===== src/rtl/subtractor_16bit_seq.sv =====
// Multi-cycle 16-bit subtractor: low byte then high byte through an 8-bit
// datapath, with registered flags published in a single DONE cycle.
module subtractor_16bit_seq (
  input  logic        clk,
  input  logic        rst_n,
  input  logic        start,
  input  logic [15:0] num_1,
  input  logic [15:0] num_2,
  input  logic        b,
  output logic        ready,
  output logic [15:0] diff,
  output logic        borrow,
  output logic        zero,
  output logic        overflow,
  output logic        done
);

  localparam logic [1:0] S_IDLE = 2'd0;
  localparam logic [1:0] S_LOW  = 2'd1;
  localparam logic [1:0] S_HIGH = 2'd2;
  localparam logic [1:0] S_DONE = 2'd3;

  logic [1:0]  r_state;
  logic [15:0] r_num_1;
  logic [15:0] r_num_2;
  logic        r_b;
  logic [7:0]  r_lo;
  logic        r_ib;
  logic [15:0] r_diff;
  logic        r_borrow;
  logic        r_zero;
  logic        r_ovf;
  logic        r_done;

  logic [8:0]  w_lo_sub;
  logic [8:0]  w_hi_sub;
  logic [15:0] w_diff;

  // Bit 8 of each 9-bit difference is the byte borrow-out (result went negative).
  assign w_lo_sub = {1'b0, r_num_1[7:0]}  - {1'b0, r_num_2[7:0]}  - {8'd0, r_b};
  assign w_hi_sub = {1'b0, r_num_1[15:8]} - {1'b0, r_num_2[15:8]} - {8'd0, r_ib};
  assign w_diff   = {w_hi_sub[7:0], r_lo};

  always_ff @(posedge clk or negedge rst_n) begin
    if (!rst_n) begin
      r_state  <= S_IDLE;
      r_num_1  <= '0;
      r_num_2  <= '0;
      r_b      <= 1'b0;
      r_lo     <= '0;
      r_ib     <= 1'b0;
      r_diff   <= '0;
      r_borrow <= 1'b0;
      r_zero   <= 1'b0;
      r_ovf    <= 1'b0;
      r_done   <= 1'b0;
    end else begin
      r_done <= 1'b0;
      case (r_state)
        S_IDLE: begin
          if (start) begin
            r_num_1 <= num_1;
            r_num_2 <= num_2;
            r_b     <= b;
            r_state <= S_LOW;
          end
        end
        S_LOW: begin
          r_lo    <= w_lo_sub[7:0];
          r_ib    <= w_lo_sub[8];
          r_state <= S_HIGH;
        end
        S_HIGH: begin
          // Outputs and done are registered together so they appear in DONE.
          r_diff   <= w_diff;
          r_borrow <= w_hi_sub[8];
          r_zero   <= (w_diff == '0);
          r_ovf    <= (r_num_1[15] != r_num_2[15]) && (w_diff[15] != r_num_1[15]);
          r_done   <= 1'b1;
          r_state  <= S_DONE;
        end
        default: begin
          r_state <= S_IDLE;
        end
      endcase
    end
  end

  assign ready    = (r_state == S_IDLE);
  assign diff     = r_diff;
  assign borrow   = r_borrow;
  assign zero     = r_zero;
  assign overflow = r_ovf;
  assign done     = r_done;

endmodule


===== config.mk =====
export PLATFORM = sky130hd
export DESIGN_NAME = subtractor_16bit_seq
export DESIGN_NICKNAME = d
export VERILOG_FILES = /design/src/rtl/subtractor_16bit_seq.sv
export SDC_FILE = /design/constraint.sdc
export NUM_CORES = 1
export LEC_CHECK = 0
export CAP_MARGIN = 10
export CORE_MARGIN = 4
export CORE_UTILIZATION = 53
export DETAILED_ROUTE_END_ITERATION = 7
export PLACE_DENSITY = 0.82
export RECOVER_POWER = 100
export SYNTH_ARGS = -nofsm -noshare
export SYNTH_HDL_FRONTEND = slang
export SYNTH_SLANG_ARGS = --single-unit
export TNS_END_PERCENT = 5

===== constraint.sdc =====
create_clock -name clk -period 6.8 [get_ports clk]
set_input_delay 0.68 -clock clk [delete_from_list [all_inputs] [get_ports clk]]
set_output_delay 0.68 -clock clk [all_outputs]
set_load 0.02 [all_outputs]

==> summary.txt, run 1 <==
Hold path
  – Hold wc startpoint: diff[14]$_DFFE_PN0P_
  – Hold Crit Class: flip-flop to flip-flop

Global route
  – Largest net degree at the start of global routing: 65
  – GRT Overall Usage: 18.2%
  – Vias in the first global route: 2278
  – GR Overflow Total: 0
  – Initial antenna violation count: 0
  – First-pass GRT wire length: 10700 um

Clock network
  – Clock Sinks: 64
  – Htree depth: 3
  – Setup Buffers After CTS: 0
  – Worst-path clk slew: 0.07 ns
  – CTS Buf Count: 9
  – Post_cts resized: 0
  – CTS Hold Bufs: 0
  – Clk_lat worst skew: 0.34 ns
  – Clk root buf: clkbuf_8
  – CTS tree: done
  – Max Buffers Root-to-Sink: 2

Synthesis
  – Number of enable flip-flop cells after synthesis: 0
  – Post-Syn Instances: 291
  – Synth Area in Simple Gates: 5.90%
  – Largest family of logic cells by synthesized area: multiplexers
  – Sequential share of the synthesized area: 46.9%
  – Synth Area in XOR/XNOR: 3.74%
  – Synth Flop Type: dfrtp_1
  – Compound-Gate Fraction of Synth Area: 6.64%
  – Ys async rst share: 100%
  – Synth warn: 0
  – Mapped Nets: 362
  – Synth Cell Area: 3410 um2
  – Multiplexer share of the synthesized area: 17.1%
  – FF+latch count, synth: 64
  – Mean Syn Cell Area: 11.7 um2
  – Post-synthesis cell type count: 38
  – Area share of fa/ha/maj cells after synthesis: 13.7%

Worst setup path
  – Cell Chain, Critical Path: buf_2 -> clkbuf_1
  – Critical Path Source Type: primary input
  – CP max-delay cell: clkbuf_1
  – Setup crit start: rst_n
  – Buf/Inv on CP: 2
  – Worst path max stage delay: 2.34 ns
  – Worst Setup Path Type: primary input to async pin
  – Worst R2R Start: r_state[0]$_DFFE_PN0P_
  – Max FO, Critical Path: 64
  – WP data required: 6.49 ns
  – Critical path arrival: 3.13 ns
  – Family with the most delay on the worst path: buffers and inverters
  – CP endpoint kind: async pin

Cells and area
  – Area growth from synthesis to layout: 24.5%
  – Commonest cells after routing, fill and taps aside: 64 x dfrtp_1, 51 x mux2_2, 47 x inv_1, 33 x clkdlybuf4s50_1, 31 x ha_1
  – Commonest non-fill, non-tap cell in the layout: dfrtp_1
  – # diodes: 0
  – Layout cells sized above 1: 19.0%
  – Nets: 424

Drt
  – Vias per cell: 5.21
  – Detailed Route WL: 6210 um
  – WL per Instance: 14.4 um
  – WL met3: 280 um
  – DRC violations left: 0
  – Met2 Routed Length: 2950 um
  – Met1 wire length: 2860 um
  – Drt pass-1 iters: 4
  – Highest Signal Layer: met4
  – Via Count: 2255
  – Final ANT Viol Nets: 0
  – Initial DRC Count: 71

Placement
  – Port Buffers: 56
  – Routability-driven placement congestion ratio: 0.816
  – Placed wire-length estimate: 4550 um

Timing
  – Minimum clock period: 3.43 ns
  – Clk_skew: 0.00640 ns
  – RSZ-0062 raised after global routing: no
  – Hold_ws: 0.503 ns
  – Slew headroom: -122%
  – Setup violators final: 0
  – Worst-margin pin slew: 3.33 ns
  – Slew Limit Fails: 99
  – TNS Setup: 0 ns
  – Fmax: 291 MHz
  – Final Hold Violating Endpoints: 0
  – Tcrit/Tclk final: 50.5%

Outcome
  – Status: finished with violations
  – Failing checks: max-capacitance violations, max-slew violations

Floorplan
  – Die Ht: 88.2 um
  – Core footprint: 6100 um2
  – Site Rows: 28
  – Die area: 7790 um2
  – Die Width: 88.2 um
  – Io pins: 57
  – Starting Density: 56.0%

Job
  – Number of max-cap violations: 2
[logic make-up after synthesis]
group / count (synthesis)
flops: 64
buf+inv: 54
mux: 52
simple gates: 39
fa+ha+maj: 35
compound gates: 34
xor+xnor: 13
[Yosys cell counts (all sizes together) (4+ instances only)]
cell   count  area [um2]
inv       47         176
buf        4        15.0
xnor2     10        87.6
a21oi      9        45.0
ha        31         388
o21ai      8        40.0
dfrtp     64        1600
fa         4        80.1
mux2      51         574
nor2      15        56.3
nand2      7        26.3
[state kept, by name (all words and copies together), names as in the netlist]
name and flops:
r_lo 8, r_b 1, r_state 2, r_num_2 16
r_ib 1, zero 1, r_num_1 16, done 1
diff 16, borrow 1, overflow 1
[layout make-up]
class / instances / area (um2)
well taps: 75 / 93.8
flip-flops and latches: 64 / 1600
multi-input cells: 173 / 1600
clock inverters: 3 / 65.1
repair buffers: 58 / 563
clock buffers: 13 / 149
inverters: 47 / 176
fillers: 455 / 1850
[through the flow]
stage | std cells | cell area [um2] | setup WS (ns) | utilization, %
after detailed placement | 417 | 4050 | 4.36 | 66.4
after global placement | 417 | 4050 | 4.43 | 66.4
after global routing | 433 | 4250 | 2.54 | 69.7
final | 433 | 4250 | 3.37 | 69.7
after CTS | 433 | 4260 | 4.33 | 70.0
after floorplan | 291 | 3410 | 4.51 | -
[layer usage]
metal,vias up,GRT usage [%]
li1,1103,-
met1,1086,24.3
met2,56,28.8
met3,10,3.17
met4,0,9.20
met5,-,0
[worst paths after layout]
path                                      endpoint  slack [ns]  cells past startpoint
max                           diff[10]$_DFFE_PN0P_        3.37                      2
min                           diff[14]$_DFFE_PN0P_        0.50                      1
max reg2reg                r_num_2[10]$_DFFE_PN0P_        4.15                      5
min reg2reg                   diff[14]$_DFFE_PN0P_        0.50                      1
max in group clk           r_num_2[10]$_DFFE_PN0P_        3.92                      4
min in group asynchronous  r_num_1[15]$_DFFE_PN0P_        1.56                      2
Power of run 1 is left out: the tool's default activity adds up to more than one toggle a clock period on the data nets, which glitch-free logic cannot reach.
==> run 2: changes to the inputs <==
CORE_UTILIZATION = 48   (was 53)
PLACE_DENSITY = 0.78   (was 0.82)
clock period = 3 ns   (was 6.8 ns; I/O delays follow)
==> run 2 against run 1 <==
Against the previous run:
- clock-buffer cell count is 3 lower
- critical path depth is 6 higher
- clock skew is 0.0011 ns lower
- final cell count is 5.3% higher
- utilization is 7.3 points lower
- the run now ends clean
- global-route usage is 1.8 points lower
- hold slack worse by 0.0065 ns
- worst setup slack worse by 2.9 ns
- via count is 0.84% lower
- die area is 9.4% higher
==> summary.txt, run 2 (synthesis gave the netlist of run 1 again) <==
Timing
  – TNS Setup: 0 ns
  – RSZ-0062 raised after global routing: no
  – Clk_skew: 0.00534 ns
  – Slew Limit Fails: 0
  – Slew headroom: 18.3%
  – Tcrit/Tclk final: 86.1%
  – Fmax: 387 MHz
  – Setup violators final: 0
  – Final Hold Violating Endpoints: 0
  – Minimum clock period: 2.58 ns
  – Worst-margin pin slew: 1.23 ns

Global route
  – Initial antenna violation count: 0
  – Largest net degree at the start of global routing: 26
  – Vias in the first global route: 2337
  – GR Overflow Total: 0
  – First-pass GRT wire length: 11000 um
  – GRT Overall Usage: 16.4%

Worst setup path
  – Worst Setup Path Type: flip-flop to flip-flop
  – Critical Path Source Type: flip-flop
  – Max FO, Critical Path: 2
  – Setup slack, reg-to-reg: 0.42 ns
  – Setup crit start: r_num_1[8]$_DFFE_PN0P_
  – Critical path arrival: 2.80 ns
  – Worst R2R Start: r_num_1[8]$_DFFE_PN0P_
  – CP endpoint kind: flip-flop
  – WP data required: 3.22 ns

Outcome
  – Status: completed

Clock network
  – CTS tree: done
  – CTS Buf Count: 9
  – Clock Sinks: 64
  – Max Buffers Root-to-Sink: 2
  – Setup Buffers After CTS: 0
  – Htree depth: 3
  – Worst-path clk slew: 0.07 ns
  – Clk root buf: clkbuf_8
  – Clk_lat worst skew: 0.33 ns

Floorplan
  – Die Ht: 92.3 um
  – Io pins: 57
  – Starting Density: 49.9%
  – Die Width: 92.3 um
  – Site Rows: 30
  – Die area: 8520 um2
  – Core footprint: 6830 um2

Placement
  – Cell Count Post-Placement: 441
  – Routability-driven placement congestion ratio: 0.872
  – Placed wire-length estimate: 4860 um
  – Port Buffers: 56

Hold path
  – Hold wc startpoint: diff[15]$_DFFE_PN0P_
  – Hold Crit Class: flip-flop to flip-flop

Cells and area
  – Fill count: 570
  – Area growth from synthesis to layout: 24.9%
  – Nets: 428
  – Non-filler cells in the finished layout: 456
  – # diodes: 0
  – Commonest cells after routing, fill and taps aside: 64 x dfrtp_1, 50 x mux2_2, 47 x inv_1, 34 x clkdlybuf4s50_1, 31 x ha_1
  – Layout cells sized above 1: 18.9%
  – Commonest non-fill, non-tap cell in the layout: dfrtp_1

Drt
  – Drt pass-1 iters: 4
  – Via Count: 2236
  – WL per Instance: 13.6 um
  – Detailed Route WL: 6200 um
  – Vias per cell: 4.90
  – Initial DRC Count: 119
  – DRC violations left: 0
  – Final ANT Viol Nets: 0

Job
  – Number of max-cap violations: 0
run 2: critical path: stages (launching register included):
cell and delay (ns):
dfrtp_1 0.40, fa_1 0.57, inv_1 0.05, ha_1 0.17, o21ai_0 0.23, a32oi_1 0.17
xnor2_1 0.18, or4b_1 0.44, o41ai_1 0.25
run 2: layout make-up:
cell class / count / area, um2 / area share [%]
flip-flops and latches: 64 / 1600 / 37.6
multi-input cells: 173 / 1600 / 37.6
repair buffers: 62 / 588 / 13.8
inverters: 47 / 176 / 4.14
clock buffers: 10 / 128 / 2.99
well taps: 96 / 120 / 2.82
clock inverters: 4 / 47.5 / 1.12
run 2: timing repair:
action | 4_1_cts | 5_1_grt
hold endpoints to repair | 19 | 0
hold buffers | 1 | 0
resized for setup | 0 | 0
run 2: per-stage QoR:
step | hold WS, ns | utilization, % | instance area, um2 | setup WS, ns
CTS | 0.455 | 62.9 | 4300 | 0.509
global placement | 0.269 | 60.2 | 4110 | 0.602
floorplan | 0.00441 | - | 3410 | 0.713
global route | 0.516 | 62.4 | 4260 | 0.219
finish | 0.496 | 62.4 | 4260 | 0.417
detailed placement | 0.274 | 60.2 | 4110 | 0.496
run 2: metal layers:
layer	wire length (um)	share of wire, %	GRT usage [%]	vias up
met5	0	0	0	-
met4	95	1.5	8.04	0
met3	274	4.4	2.92	7
met2	2870	46	25.1	56
met1	2970	48	22.4	1063
li1	-	-	-	1110
run 2: final timing paths:
check | to | cells after the start
setup / recovery | zero$_DFFE_PN0P_ | 8
hold / removal | diff[15]$_DFFE_PN0P_ | 1
setup reg to reg | zero$_DFFE_PN0P_ | 8
hold reg to reg | diff[15]$_DFFE_PN0P_ | 1
max in group asynchronous | diff[8]$_DFFE_PN0P_ | 3
min in group asynchronous | r_num_1[3]$_DFFE_PN0P_ | 2
Power of run 2 is left out for the same reason.
==> run 3: changes to the inputs <==
==> constraint.sdc (replaced) <==
create_clock -name clk -period 3 [get_ports clk]
set_input_delay 0.75 -clock clk [delete_from_list [all_inputs] [get_ports clk]]
set_output_delay 0.75 -clock clk [all_outputs]
set_load 0.02 [all_outputs]
==> run 3 against run 2 <==
Against the previous run:
- sequential share of layout area fell by 0.15 points
- routed wire length rose by 1.3%
- maximum frequency barely moved
- final area rose by 0.41%
- critical path depth did not move
- die area did not move
- highest routed layer unchanged
==> summary.txt, run 3 (synthesis gave the netlist of run 1 again) <==
Drt
  – Initial DRC Count: 84
  – Vias per cell: 4.91
  – WL per Instance: 13.7 um
  – Via Count: 2247
  – Final ANT Viol Nets: 0
  – Drt pass-1 iters: 4
  – Detailed Route WL: 6290 um
  – DRC violations left: 0

Floorplan
  – Starting Density: 49.9%
  – Die Width: 92.3 um
  – Io pins: 57
  – Die area: 8520 um2
  – Site Rows: 30
  – Die Ht: 92.3 um
  – Core footprint: 6830 um2

Timing
  – Fmax: 387 MHz
  – Slew Limit Fails: 0
  – Worst-margin pin slew: 1.21 ns
  – Slew headroom: 19.3%
  – Final Hold Violating Endpoints: 0
  – RSZ-0062 raised after global routing: no
  – Hold_ws: 0.496 ns
  – Clk_skew: 0.00534 ns
  – Tcrit/Tclk final: 86.2%
  – Setup violators final: 0
  – Minimum clock period: 2.59 ns
  – TNS Setup: 0 ns

Clock network
  – Clock Sinks: 64
  – CTS Buf Count: 9
  – Setup Buffers After CTS: 0
  – CTS tree: done
  – Clk root buf: clkbuf_8
  – Post_cts resized: 0
  – Max Buffers Root-to-Sink: 2
  – Htree depth: 3
  – Worst-path clk slew: 0.06 ns
  – Clk_lat worst skew: 0.34 ns
  – CTS Hold Bufs: 0

Worst setup path
  – Critical path arrival: 2.81 ns
  – Critical Path Source Type: flip-flop
  – Setup slack, reg-to-reg: 0.41 ns
  – CP endpoint kind: flip-flop
  – Max FO, Critical Path: 2
  – Worst Setup Path Type: flip-flop to flip-flop
  – WP data required: 3.23 ns

Cells and area
  – Commonest non-fill, non-tap cell in the layout: dfrtp_1
  – Fill count: 567
  – Nets: 428
  – Commonest cells after routing, fill and taps aside: 64 x dfrtp_1, 51 x mux2_2, 47 x inv_1, 33 x clkdlybuf4s50_1, 31 x ha_1
  – # diodes: 0
  – Register area: 1600 um2
  – Area growth from synthesis to layout: 25.4%
  – Multi-input gate area: 1600 um2
  – Layout cells sized above 1: 19.3%

Global route
  – Initial antenna violation count: 0
  – Largest net degree at the start of global routing: 26
  – Met3 usage: 3.09%
  – Vias in the first global route: 2363
  – GR met1 Demand/Resource: 21.4%
  – First-pass GRT wire length: 10800 um
  – Grt met2 use: 25.5%
  – Global route hottest layer: met2
  – GR Overflow Total: 0
  – GRT Overall Usage: 16.2%

Hold path
  – Hold Crit Class: flip-flop to flip-flop

Job
  – Number of max-cap violations: 0

Placement
  – Placed wire-length estimate: 4860 um
  – Port Buffers: 56
  – Routability-driven placement congestion ratio: 0.873

Outcome
  – Status: completed
## run 3: cell count changes in the layout (fill, tap and decap cells not counted)
cell / previous run / this run
mux2_2: 50 / 51
clkbuf_8: 9 / 11
mux2_1: 1 / 0
clkinvlp_4: 1 / 0
clkbuf_1: 5 / 7
clkdlybuf4s50_1: 34 / 33
## run 3: through the flow
stage | util, % | setup slack [ns] | area [um2] | cells
6_report | 62.6 | 0.415 | 4280 | 458
5_1_grt | 62.6 | 0.327 | 4280 | 458
4_1_cts | 63.0 | 0.497 | 4310 | 458
3_5_place_dp | 60.1 | 0.499 | 4110 | 442
3_3_place_gp | 60.1 | 0.604 | 4110 | 442
2_1_floorplan | - | 0.713 | 3410 | 291
## run 3: worst paths after layout
path | from | to | cells after the start
min in group asynchronous | rst_n | r_num_1[14]$_DFFE_PN0P_ | 1
min | zero$_DFFE_PN0P_ | zero$_DFFE_PN0P_ | 2
max reg2reg | r_num_1[8]$_DFFE_PN0P_ | zero$_DFFE_PN0P_ | 8
max in group asynchronous | rst_n | diff[8]$_DFFE_PN0P_ | 2
min reg2reg | zero$_DFFE_PN0P_ | zero$_DFFE_PN0P_ | 2
max | r_num_1[8]$_DFFE_PN0P_ | zero$_DFFE_PN0P_ | 8
## run 3: area by class of cell
class / instances / share of cell area, %
flip-flops and latches: 64 / 37.4
clock buffers: 13 / 3.71
inverters: 47 / 4.12
multi-input cells: 173 / 37.4
well taps: 96 / 2.81
clock inverters: 3 / 0.936
repair buffers: 62 / 13.6
## run 3: metal layers
layer / wire, um / up-vias
li1: - / 1111
met1: 3040 / 1070
met2: 2840 / 52
met3: 267 / 14
met4: 130 / 0
met5: 0 / -
## run 3: worst max-delay path, cell delays in order, from the launching register on
cell and delay, ns:
dfrtp_1 0.40, fa_1 0.57, inv_1 0.05, ha_1 0.18
o21ai_0 0.23, a32oi_1 0.17, xnor2_1 0.19, or4b_1 0.44
o41ai_1 0.25
Power of run 3 is left out for the same reason.
